**src/rtl/maze_move_ctrl.sv**
```systemverilog
// Maze player movement controller: turns debounced direction pulses into
// wall-map lookups and commits, bumps or wins based on the lookup answer.
module maze_move_ctrl #(
    parameter int GRID_W      = 16,
    parameter int GRID_H      = 16,
    parameter int START_X     = 0,
    parameter int START_Y     = 0,
    parameter int GOAL_X      = 15,
    parameter int GOAL_Y      = 15,
    parameter int ACK_TIMEOUT = 15
) (
    input  logic        Clk,
    input  logic        Reset,
    input  logic        BtnU_p,
    input  logic        BtnR_p,
    input  logic        BtnD_p,
    input  logic        BtnL_p,
    output logic        wall_req,
    output logic [7:0]  wall_addr,
    input  logic        wall_ack,
    input  logic        wall_data,
    output logic [3:0]  player_x,
    output logic [3:0]  player_y,
    output logic [15:0] move_count,
    output logic        busy,
    output logic        bump,
    output logic        won
);

    typedef enum logic [1:0] {IDLE, LOOKUP, WON} stateType;

    localparam int          TimerW   = (ACK_TIMEOUT < 2) ? 1 : $clog2(ACK_TIMEOUT + 1);
    localparam logic [7:0]  GoalAddr = {4'(GOAL_Y), 4'(GOAL_X)};
    localparam logic [TimerW-1:0] TimerLast = TimerW'(ACK_TIMEOUT - 1);

    stateType          state, stateNext;
    logic [TimerW-1:0] timer, timerNext;
    logic [3:0]        xNext, yNext;
    logic [15:0]       countNext;
    logic [7:0]        addrNext;
    logic              reqNext, busyNext, bumpNext, wonNext;

    logic [3:0]        targetX, targetY;
    logic              offGrid;
    logic              anyBtn;

    assign anyBtn = BtnU_p | BtnR_p | BtnD_p | BtnL_p;

    // Candidate target for the highest-priority pulse (U > R > D > L).
    always_comb begin
        // NOTE: every comb output gets a default first so no path leaves it unassigned (no latch).
        targetX = player_x;
        targetY = player_y;
        offGrid = 1'b0;
        if (BtnU_p) begin
            offGrid = (player_y == 4'd0);
            targetY = player_y - 4'd1;
        end else if (BtnR_p) begin
            offGrid = ({1'b0, player_x} + 5'd1) >= 5'(GRID_W);
            targetX = player_x + 4'd1;
        end else if (BtnD_p) begin
            offGrid = ({1'b0, player_y} + 5'd1) >= 5'(GRID_H);
            targetY = player_y + 4'd1;
        end else if (BtnL_p) begin
            offGrid = (player_x == 4'd0);
            targetX = player_x - 4'd1;
        end
    end

    always_comb begin
        stateNext = state;
        timerNext = timer;
        xNext     = player_x;
        yNext     = player_y;
        countNext = move_count;
        addrNext  = wall_addr;
        reqNext   = wall_req;
        busyNext  = busy;
        bumpNext  = 1'b0;
        wonNext   = won;
        case (state)
            IDLE: begin
                if (anyBtn) begin
                    if (offGrid) begin
                        bumpNext = 1'b1;
                    end else begin
                        addrNext  = {targetY, targetX};
                        reqNext   = 1'b1;
                        busyNext  = 1'b1;
                        timerNext = '0;
                        stateNext = LOOKUP;
                    end
                end
            end
            LOOKUP: begin
                if (wall_ack || timer == TimerLast) begin
                    reqNext   = 1'b0;
                    busyNext  = 1'b0;
                    timerNext = '0;
                    stateNext = IDLE;
                    // A timeout is treated exactly like a wall answer.
                    if (!wall_ack || wall_data) begin
                        bumpNext = 1'b1;
                    end else begin
                        xNext     = wall_addr[3:0];
                        yNext     = wall_addr[7:4];
                        countNext = (move_count == 16'hFFFF) ? move_count : move_count + 16'd1;
                        if (wall_addr == GoalAddr) begin
                            wonNext   = 1'b1;
                            stateNext = WON;
                        end
                    end
                end else begin
                    timerNext = timer + TimerW'(1);
                end
            end
            WON: ;
            default: stateNext = IDLE;
        endcase
    end

    always_ff @(posedge Clk) begin
        // NOTE: sequential state uses non-blocking assignments so all registers update together.
        if (Reset) begin
            state      <= IDLE;
            timer      <= '0;
            player_x   <= 4'(START_X);
            player_y   <= 4'(START_Y);
            move_count <= 16'd0;
            wall_addr  <= 8'd0;
            wall_req   <= 1'b0;
            busy       <= 1'b0;
            bump       <= 1'b0;
            won        <= 1'b0;
        end else begin
            state      <= stateNext;
            timer      <= timerNext;
            player_x   <= xNext;
            player_y   <= yNext;
            move_count <= countNext;
            wall_addr  <= addrNext;
            wall_req   <= reqNext;
            busy       <= busyNext;
            bump       <= bumpNext;
            won        <= wonNext;
        end
    end

endmodule

```
**config.mk**
```make
export PLATFORM = sky130hd
export DESIGN_NAME = maze_move_ctrl
export DESIGN_NICKNAME = d
export VERILOG_FILES = /design/src/rtl/maze_move_ctrl.sv
export SDC_FILE = /design/constraint.sdc
export NUM_CORES = 1
export LEC_CHECK = 0
export CORE_MARGIN = 1
export CORE_UTILIZATION = 60
export CTS_CLUSTER_SIZE = 40
export DETAILED_ROUTE_END_ITERATION = 16
export DONT_BUFFER_PORTS = 1
export GPL_ROUTABILITY_DRIVEN = 0
export PLACE_DENSITY_LB_ADDON = 0.15
export SYNTH_ARGS = -nofsm -noshare
export SYNTH_HDL_FRONTEND = slang
export SYNTH_SLANG_ARGS = --single-unit
```
**constraint.sdc**
```tcl
create_clock -name Clk -period 5.1 [get_ports Clk]
set_input_delay 1.02 -clock Clk [delete_from_list [all_inputs] [get_ports Clk]]
set_output_delay 1.02 -clock Clk [all_outputs]
set_load 0.005 [all_outputs]
```
==> results of run 1 <==
[metrics by stage]
step	hold WS [ns]	total power (uW)	cells	setup slack, ns	util, %
6_report	0.479	606	288	2.70	65.9
4_1_cts	0.475	611	288	2.76	65.9
2_1_floorplan	0.442	394	244	2.60	-
3_3_place_gp	0.459	394	280	2.35	63.4
5_1_grt	0.489	632	288	2.54	65.9
3_5_place_dp	0.457	395	280	2.34	63.4
[layout make-up]
class / instances / area [sq um]
multi-input cells: 183 / 1230
clock inverters: 3 / 46.3
inverters: 10 / 37.5
fillers: 307 / 1160
flip-flops and latches: 41 / 821
well taps: 46 / 57.6
clock buffers: 5 / 37.5
[worst max-delay path: stages]
cell and delay (ns):
nand4bb_1 0.51, nor3_1 0.70, o211ai_1 0.21, xor2_1 0.18
nor2_1 0.09
[synth_stat cells, drive strengths merged, types with 3 or more instances]
master	n	area (sq um)
dfxtp	41	821
nor2	28	110
nand2	21	78.8
a21oi	17	88.8
xor2	14	123
inv	10	37.5
ha	9	113
mux2i	8	80.1
nand4	8	50.1
nand3	7	35.0
nor3	7	40.0
clkbuf	6	22.5
nand2b	6	37.5
o21ai	6	30.0
buf	4	38.8
nor2b	4	25.0
xnor2	4	35.0
a211oi	3	32.5
a31oi	3	18.8
and3	3	18.8
and4	3	26.3
[where the power goes]
group	internal [uW]	switching (uW)	leakage (uW)
sequential	329	13.0	0.000332
clock	104	113	0.0000414
combinational	22.6	24.1	0.000421
[kinds of logic (layout without fill, tap and decap cells)]
| family | count (synthesis) | count (layout) |
|---|---|---|
| AOI/OAI and AO/OA | 46 | 46 |
| xor gates and xnor gates | 18 | 18 |
| adders and majority gates | 9 | 9 |
| buffers and inverters | 20 | 18 |
| DFF | 41 | 41 |
| muxes | 8 | 8 |
| and+or+nand+nor | 102 | 102 |
[placed cells by master (no fill, tap or decap), drive strengths merged, types with 2 or more instances in the layout]
master / count
dfxtp: 41
nor2: 28
nand2: 21
a21oi: 17
xor2: 14
inv: 10
ha: 9
mux2i: 8
nand4: 8
nand3: 7
nor3: 7
nand2b: 6
o21ai: 6
clkbuf: 5
nor2b: 4
xnor2: 4
a31oi: 3
and3: 3
and4: 3
a211oi: 3
a21o: 2
and2: 2
o211ai: 2
o311a: 2
a311oi: 2
nor4bb: 2
nor4b: 2
[per-layer routing]
metal	share of wire [%]	up-vias
li1	-	865
met1	47	807
met2	45	47
met3	6.1	8
met4	1.8	0
met5	0	-
[state kept, by name (all words and copies together) (netlist names)]
register and cells:
state 2, player_x 4, player_y 4, bump 1, wall_addr 8, won 1, timer 4, move_count 16
busy 1
[final timing paths]
| kind | startpoint | to | slack (ns) | cells past startpoint |
|---|---|---|---|---|
| worst max-delay path | wall_data | move_count[7]$_SDFFE_PP0P_ | 2.70 | 5 |
| worst min-delay path | won$_SDFFE_PP0P_ | won$_SDFFE_PP0P_ | 0.48 | 2 |
| worst max register to register | player_y[0]$_SDFFE_PP0P_ | wall_addr[4]$_SDFFE_PP0P_ | 2.83 | 7 |
| worst min register to register | won$_SDFFE_PP0P_ | won$_SDFFE_PP0P_ | 0.48 | 2 |
==> impl_metrics.py, run 1 <==
metrics = {
    "outcome": {
        "status": "complete, no violations",
    },
    "clock_tree": {
        "cts.path.max_buffers": 2,
        "numCtsBuffers": 5,
        "clk_pin_slew_ns": 0.13,
        "clock_latency_ns": 0.36,
        "root_buffer": "clkbuf_4",
        "cts_num_sinks": 41,
        "cts_setup_buffers": 0,
        "htree_levels": 2,
        "ctsResizeCount": 0,
        "postCtsHoldBufs": 0,
        "cts_tree": "yes",
    },
    "logic_synthesis": {
        "async_reset_ff_share_pct": 0,
        "syn_area_sq_mm": 0.00215,
        "syn_avg_cell_area_sq_um": 8.80,
        "yosysSeqAreaShare_pct": 38.2,
        "synth-simple-area-share_pct": 25.8,
        "synthMuxAreaShare_pct": 3.73,
        "synth_top_family_by_area": "simple AND/OR/NAND/NOR gates",
        "synthFlopType": "dfxtp_1",
        "synth-adder-area-share_pct": 5.24,
        "ys_warn_count": 0,
        "synth_edf_count": 0,
        "synth_xor_area_share_pct": 7.34,
        "synthesis.nets": 261,
        "synth_seq_cells": 41,
        "syn-instance-count": 244,
        "synth_compound_gate_area_share_pct": 15.1,
        "synth_cell_types": 55,
    },
    "worst_setup_path": {
        "worstPathArrival_ns": 2.71,
        "crit_type": "in -> reg",
        "cp_max_fo": 12,
        "cp-end-kind": "flop",
        "cp.required_ns": 5.41,
        "start_kind": "primary input",
    },
    "place": {
        "port_buffers": 0,
        "dp_hpwl_microns": 3010,
        "dpl_cell_area_sq_mm": 0.00215,
    },
    "global_route": {
        "grt.met2_usage_pct": 37.2,
        "grt_pass1_vias": 1455,
        "antenna_found_initial": 0,
        "grt_use_met1_pct": 26.4,
        "grt_first_pass_wirelength_microns": 6250,
        "grt-busiest-layer": "met2",
        "use_met3_pct": 8.90,
        "grtUsageTotal_pct": 22.5,
        "grt_max_degree": 43,
        "grt_overflow": 0,
    },
    "detailed_routing": {
        "totalWireLength_microns": 4340,
        "firstDrtPassIters": 5,
        "ant_nets": 0,
        "vias": 1727,
        "drtIter0Drc": 68,
        "drc": 0,
        "wl_per_cell_microns": 15.1,
        "avgViaCountPerCell": 6.00,
    },
    "final_layout": {
        "drive_gt1_share_pct": 7.85,
        "finish.instance_area_sq_mm": 0.00223,
        "nets": 258,
        "num_antenna_cells": 0,
        "area_growth_syn_to_layout_pct": 4.02,
    },
    "sta": {
        "slew_violations": 0,
        "fin_setup_tns_ns": 0,
        "period_needed_ns": 2.40,
        "hold_violations": 0,
        "worst_pin_slew_ns": 1.15,
        "max_slew_margin_pct": 22.6,
        "rsz0062_at_grt": "no",
        "setup_viol": 0,
        "finClkSkew_ns": 0.0151,
        "fin_crit_sh_pct": 47.0,
        "max_freq_mhz": 417,
    },
    "die": {
        "rows": 21,
        "die_height_microns": 61.8,
        "initial_core_util_pct": 63.3,
        "core-area_sq_mm": 0.00339,
        "die_area_sq_mm": 0.00382,
        "ios": 44,
        "die_w_microns": 61.8,
    },
    "min_path": {
        "hp-class": "reg -> reg",
    },
    "flow_run": {
        "drv_cap": 0,
    },
    "pwr": {
        "p_per_area_mw_per_mm2": 271,
        "vdd_ir_drop_max_mv": 0.197,
        "power.leakage_uw": 0.000794,
    },
}
(Power assumes the default switching activity.)
==> run 2: changes to the inputs <==
Settings changed: CORE_UTILIZATION 60 to 56.
Clock period 5.1 ns to 2.1 ns, I/O delays scaled along.
==> run 2 against run 1 <==
Effect of this change:
- utilization decreased by 0.14 points
- global-route usage increased by 3.0 points
- clock-buffer cell count increased by 2
- die area increased by 6.9%
- routed wire length increased by 12%
==> impl_metrics.py, run 2 (synthesis results as in run 1) <==
metrics = {
    "final_layout": {
        "finalNonFillerCells": 310,
        "nets": 278,
        "finish.instance_area_sq_mm": 0.00241,
        "regMostFlops": "move_count",
        "most-common-layout-cells": "dfxtp_1, nor2_1, nand2_1",
        "drive_gt1_share_pct": 15.3,
        "largest_reg_flops": 16,
        "top_regs": "move_count: 16 flops, wall_addr: 8 flops",
        "layout_commonest_cell": "dfxtp_1",
        "area_growth_syn_to_layout_pct": 12.1,
        "num_antenna_cells": 0,
    },
    "sta": {
        "hold_violations": 0,
        "setup_viol": 0,
        "slew_violations": 0,
        "finClkSkew_ns": 0.00440,
        "max_slew_margin_pct": 64.9,
        "period_needed_ns": 1.94,
        "fin_crit_sh_pct": 92.6,
        "max_freq_mhz": 514,
        "fin_ws_ns": 0.156,
        "rsz0062_at_grt": "no",
        "worst_pin_slew_ns": 0.513,
        "fin_setup_tns_ns": 0,
    },
    "outcome": {
        "status": "complete, no violations",
    },
    "clock_tree": {
        "postCtsHoldBufs": 0,
        "cts_num_sinks": 41,
        "root_buffer": "clkbuf_8",
        "cts.path.max_buffers": 2,
        "clk_pin_slew_ns": 0.08,
        "cts_tree": "yes",
        "clock_latency_ns": 0.29,
        "numCtsBuffers": 5,
        "htree_levels": 2,
    },
    "global_route": {
        "grtUsageTotal_pct": 25.5,
        "grt_first_pass_wirelength_microns": 8080,
        "grt_overflow": 0,
        "grt_max_degree": 43,
        "grt_pass1_vias": 1694,
        "antenna_found_initial": 0,
    },
    "detailed_routing": {
        "ant_nets": 0,
        "drc": 0,
        "avgViaCountPerCell": 5.91,
        "firstDrtPassIters": 4,
        "vias": 1833,
        "wl_per_cell_microns": 15.7,
        "drtIter0Drc": 130,
        "totalWireLength_microns": 4860,
    },
    "die": {
        "rows": 22,
        "die_area_sq_mm": 0.00409,
        "die_height_microns": 63.9,
        "initial_core_util_pct": 58.6,
        "die_w_microns": 63.9,
        "ios": 44,
        "core-area_sq_mm": 0.00366,
    },
    "place": {
        "dp_hpwl_microns": 3330,
        "place_ws_ns": 0.0436,
        "dp.cells": 299,
        "port_buffers": 0,
        "dpl_cell_area_sq_mm": 0.00228,
    },
    "flow_run": {
        "drv_cap": 0,
    },
    "pwr": {
        "combPwrFrac_pct": 8.6,
        "p_int_uw": 1160,
        "seq_power_share_pct": 54.1,
        "swShare_pct": 24.0,
        "power_frac_clock_pct": 37.3,
        "p_per_area_mw_per_mm2": 636,
        "power.leakage_uw": 0.000906,
        "p_sw_uw": 368,
        "vdd_ir_drop_max_mv": 0.426,
    },
    "worst_setup_path": {
        "cp-end-kind": "flop",
        "crit_type": "reg -> reg",
        "r2r_start": "player_y[0]$_SDFFE_PP0P_",
        "path_cells": "inv_1 -> ha_1 -> nor4bb_1 -> or4_1 -> o21ba_4 -> mux2i_1 -> nor2_1",
        "worstPathArrival_ns": 2.14,
        "cp.required_ns": 2.29,
        "cp-startpoint": "player_y[0]$_SDFFE_PP0P_",
        "start_kind": "flop",
        "reg2reg_setup_slack_ns": 0.16,
        "ff2ff_path_depth": 7,
        "r2r-end": "wall_addr[5]$_SDFFE_PP0P_",
        "cp_slowest_cell": "or4_1",
        "cp_max_fo": 7,
        "worst_path_largest_cell_delay_ns": 0.51,
    },
    "min_path": {
        "holdPathEnd": "wall_addr[3]$_SDFFE_PP0P_",
        "hp-class": "in -> reg",
        "worstHoldPathCells": 1,
        "hp-start": "Reset",
    },
}
## run 2: cell count changes in the layout (fill, tap and decap cells not counted), sizes merged
cell and delta:
o21ba +1, clkinvlp -1, bufinv -1, clkbuf +2, buf +19
## run 2: repair_timing
item,CTS,global route
gates resized for setup,0,1
setup buffers,0,2
endpoints found under the setup margin,0,8
## run 2: through the flow
step / total power, uW / hold WS (ns) / utilization, %
after global routing: 1590 / 0.177 / 65.8
final: 1530 / 0.182 / 65.8
after global placement: 965 / 0.456 / 62.3
after floorplan: 958 / 0.442 / -
after detailed placement: 969 / 0.461 / 62.3
after CTS: 1530 / 0.174 / 65.0
## run 2: how the worst max path moves through the flow
stage / end / slack, ns
2_1_floorplan: wall_addr[4]$_SDFFE_PP0P_ / 0.06
3_3_place_gp: wall_addr[7]$_SDFFE_PP0P_ / 0.13
3_5_place_dp: wall_addr[5]$_SDFFE_PP0P_ / 0.04
4_1_cts: wall_addr[5]$_SDFFE_PP0P_ / 0.03
5_1_grt: busy$_SDFFE_PP0P_ / 0.03
6_report: wall_addr[5]$_SDFFE_PP0P_ / 0.16
## run 2: worst max-delay path: cells and delay by family, from the launching register on
kind                     cells  cell delay [ns]
adder cells (fa/ha/maj)      1             0.18
buffers and inverters        1             0.06
flip-flops                   1             0.36
multiplexers                 1             0.22
AND/OR/NAND/NOR              3             0.70
AO/OA/AOI/OAI                1             0.32
## run 2: final cells by class
class | count | area [sq um]
clock buffer | 7 | 96.3
clock inverter | 1 | 5.00
fill | 299 | 1250
inverter | 10 | 37.5
multi-input combinational | 184 | 1240
sequential | 41 | 822
tap | 48 | 60.1
timing repair buffer | 19 | 143
## run 2: layer usage
layer  vias up  routed length (microns)  part of all wire [%]  GRT usage [%]
li1        904                        -                     -              -
met1       864                     2340                    48           35.7
met2        54                     2140                    44           36.6
met3        11                      271                   5.6           5.00
met4         0                      105                   2.2           13.4
met5         -                        0                     0              0
## run 2: power groups by stage
stage	Sequential (uW)	Clock [uW]	Combinational, uW
after floorplan	837	0	121
after global placement	847	0	119
after detailed placement	847	0	121
after CTS	829	584	122
after global routing	833	608	145
final	829	571	132
==> run 3: changes to the inputs <==
Settings changed: PLACE_DENSITY from default to 0.71, PLACE_DENSITY_LB_ADDON 0.15 to default.
==> run 3 against run 2 <==
Effect of this change:
- flip-flop and latch count unchanged
- clock power decreased by 8.1%
- power decreased by 3.3%
- clock skew about the same
- fmax increased by 0.39%
- routed wire length decreased by 5.4%
- critical path type unchanged
- critical endpoint is now wall_addr[4]$_SDFFE_PP0P_
- largest cell class unchanged
- largest power group unchanged
==> impl_metrics.py, run 3 (synthesis results as in run 1) <==
metrics = {
    "global_route": {
        "grt_max_degree": 43,
        "grt_first_pass_wirelength_microns": 7760,
        "grtUsageTotal_pct": 24.6,
        "grt_pass1_vias": 1634,
        "grt_overflow": 0,
        "antenna_found_initial": 0,
    },
    "sta": {
        "finClkSkew_ns": 0.00462,
        "slew_violations": 0,
        "setup_viol": 0,
        "worst_pin_slew_ns": 0.418,
        "max_freq_mhz": 516,
        "period_needed_ns": 1.94,
        "rsz0062_at_grt": "no",
        "fin_crit_sh_pct": 92.2,
        "hold_violations": 0,
        "fin_setup_tns_ns": 0,
        "max_slew_margin_pct": 71.4,
    },
    "die": {
        "die_area_sq_mm": 0.00409,
        "core-area_sq_mm": 0.00366,
        "die_height_microns": 63.9,
        "ios": 44,
        "die_w_microns": 63.9,
        "initial_core_util_pct": 58.6,
        "rows": 22,
    },
    "worst_setup_path": {
        "cp-end-kind": "flop",
        "crit_type": "reg -> reg",
        "worstPathArrival_ns": 2.13,
        "start_kind": "flop",
        "cp.required_ns": 2.29,
        "cp_max_fo": 7,
    },
    "detailed_routing": {
        "wl_per_cell_microns": 15.0,
        "avgViaCountPerCell": 5.78,
        "drtIter0Drc": 130,
        "ant_nets": 0,
        "drc": 0,
        "firstDrtPassIters": 4,
        "vias": 1769,
        "totalWireLength_microns": 4600,
    },
    "final_layout": {
        "layout_commonest_cell": "dfxtp_1",
        "most-common-layout-cells": "dfxtp_1, nor2_1, nand2_1",
        "drive_gt1_share_pct": 13.6,
        "nets": 275,
        "regMostFlops": "move_count",
        "nFillCells": 331,
        "area_growth_syn_to_layout_pct": 10.4,
        "largest_reg_flops": 16,
        "utilization_pct": 64.7,
        "top_regs": "move_count: 16 flops, wall_addr: 8 flops",
        "num_antenna_cells": 0,
    },
    "clock_tree": {
        "clk_pin_slew_ns": 0.08,
        "cts_tree": "yes",
        "postCtsHoldBufs": 0,
        "root_buffer": "clkbuf_8",
        "htree_levels": 2,
        "numCtsBuffers": 5,
        "clock_latency_ns": 0.30,
        "cts_num_sinks": 41,
        "cts.path.max_buffers": 2,
    },
    "flow_run": {
        "drv_cap": 0,
    },
    "pwr": {
        "combPwrFrac_pct": 8.6,
        "vdd_ir_drop_max_mv": 0.402,
        "p_sw_uw": 355,
        "power.leakage_uw": 0.000882,
        "swShare_pct": 24.0,
        "p_per_area_mw_per_mm2": 625,
        "p_total_uw": 1480,
        "power_frac_clock_pct": 35.5,
        "p_int_uw": 1120,
        "seq_power_share_pct": 55.9,
    },
    "place": {
        "port_buffers": 0,
        "dp_hpwl_microns": 3240,
    },
    "min_path": {
        "hp-class": "in -> reg",
    },
    "outcome": {
        "status": "complete, no violations",
    },
}
==> run 3: cell type report <==
cell class	instances	area, sq um	area share, %
tap	48	60.1	2.53
inverter	10	37.5	1.58
multi-input combinational	184	1240	52.5
timing repair buffer	16	120	5.07
clock buffer	7	86.3	3.64
sequential	41	822	34.7
==> run 3: through the flow <==
step	area (sq um)	setup WS, ns	hold slack, ns	cells
2_1_floorplan	2150	0.0619	0.442	244
3_3_place_gp	2260	0.150	0.453	297
3_5_place_dp	2260	0.0785	0.458	297
4_1_cts	2350	0.0722	0.174	304
5_1_grt	2370	0.0429	0.169	306
6_report	2370	0.163	0.179	306
==> run 3: worst max-delay path, stage by stage, from the launching register on <==
cell and delay (ns):
dfxtp_1 0.36, inv_1 0.07, ha_1 0.17, nor4bb_1 0.14
or4_1 0.51, o21ba_4 0.32, mux2i_1 0.20, nor2_1 0.05
==> run 3: power groups by stage <==
stage                     Combinational (uW)  Clock (uW)  Sequential [uW]
after global routing                     140         565              831
after CTS                                121         533              828
after detailed placement                 120           0              846
after floorplan                          121           0              837
after global placement                   118           0              846
final                                    127         525              828
==> run 3: timing repair <==
item / in CTS / in global routing
buffers inserted: 0 / 1
gates resized for setup: 0 / 1
endpoints found under the setup margin: 0 / 6
==> run 3: worst paths after layout <==
check                           start                        end  slack, ns  cells after the start
max          player_y[1]$_SDFFE_PP0P_  wall_addr[4]$_SDFFE_PP0P_       0.16                      7
max reg2reg  player_y[1]$_SDFFE_PP0P_  wall_addr[4]$_SDFFE_PP0P_       0.16                      7
min                             Reset  wall_addr[0]$_SDFFE_PP0P_       0.18                      1
min reg2reg  player_y[0]$_SDFFE_PP0P_   player_y[0]$_SDFFE_PP0P_       0.47                      2
==> run 3: per-layer routing <==
| layer | part of all wire [%] | GRT usage (%) | up-vias |
|---|---|---|---|
| li1 | - | - | 899 |
| met1 | 50 | 34.1 | 816 |
| met2 | 42 | 36.0 | 48 |
| met3 | 5.6 | 5.71 | 6 |
| met4 | 1.7 | 10.5 | 0 |
| met5 | 0 | 0 | - |
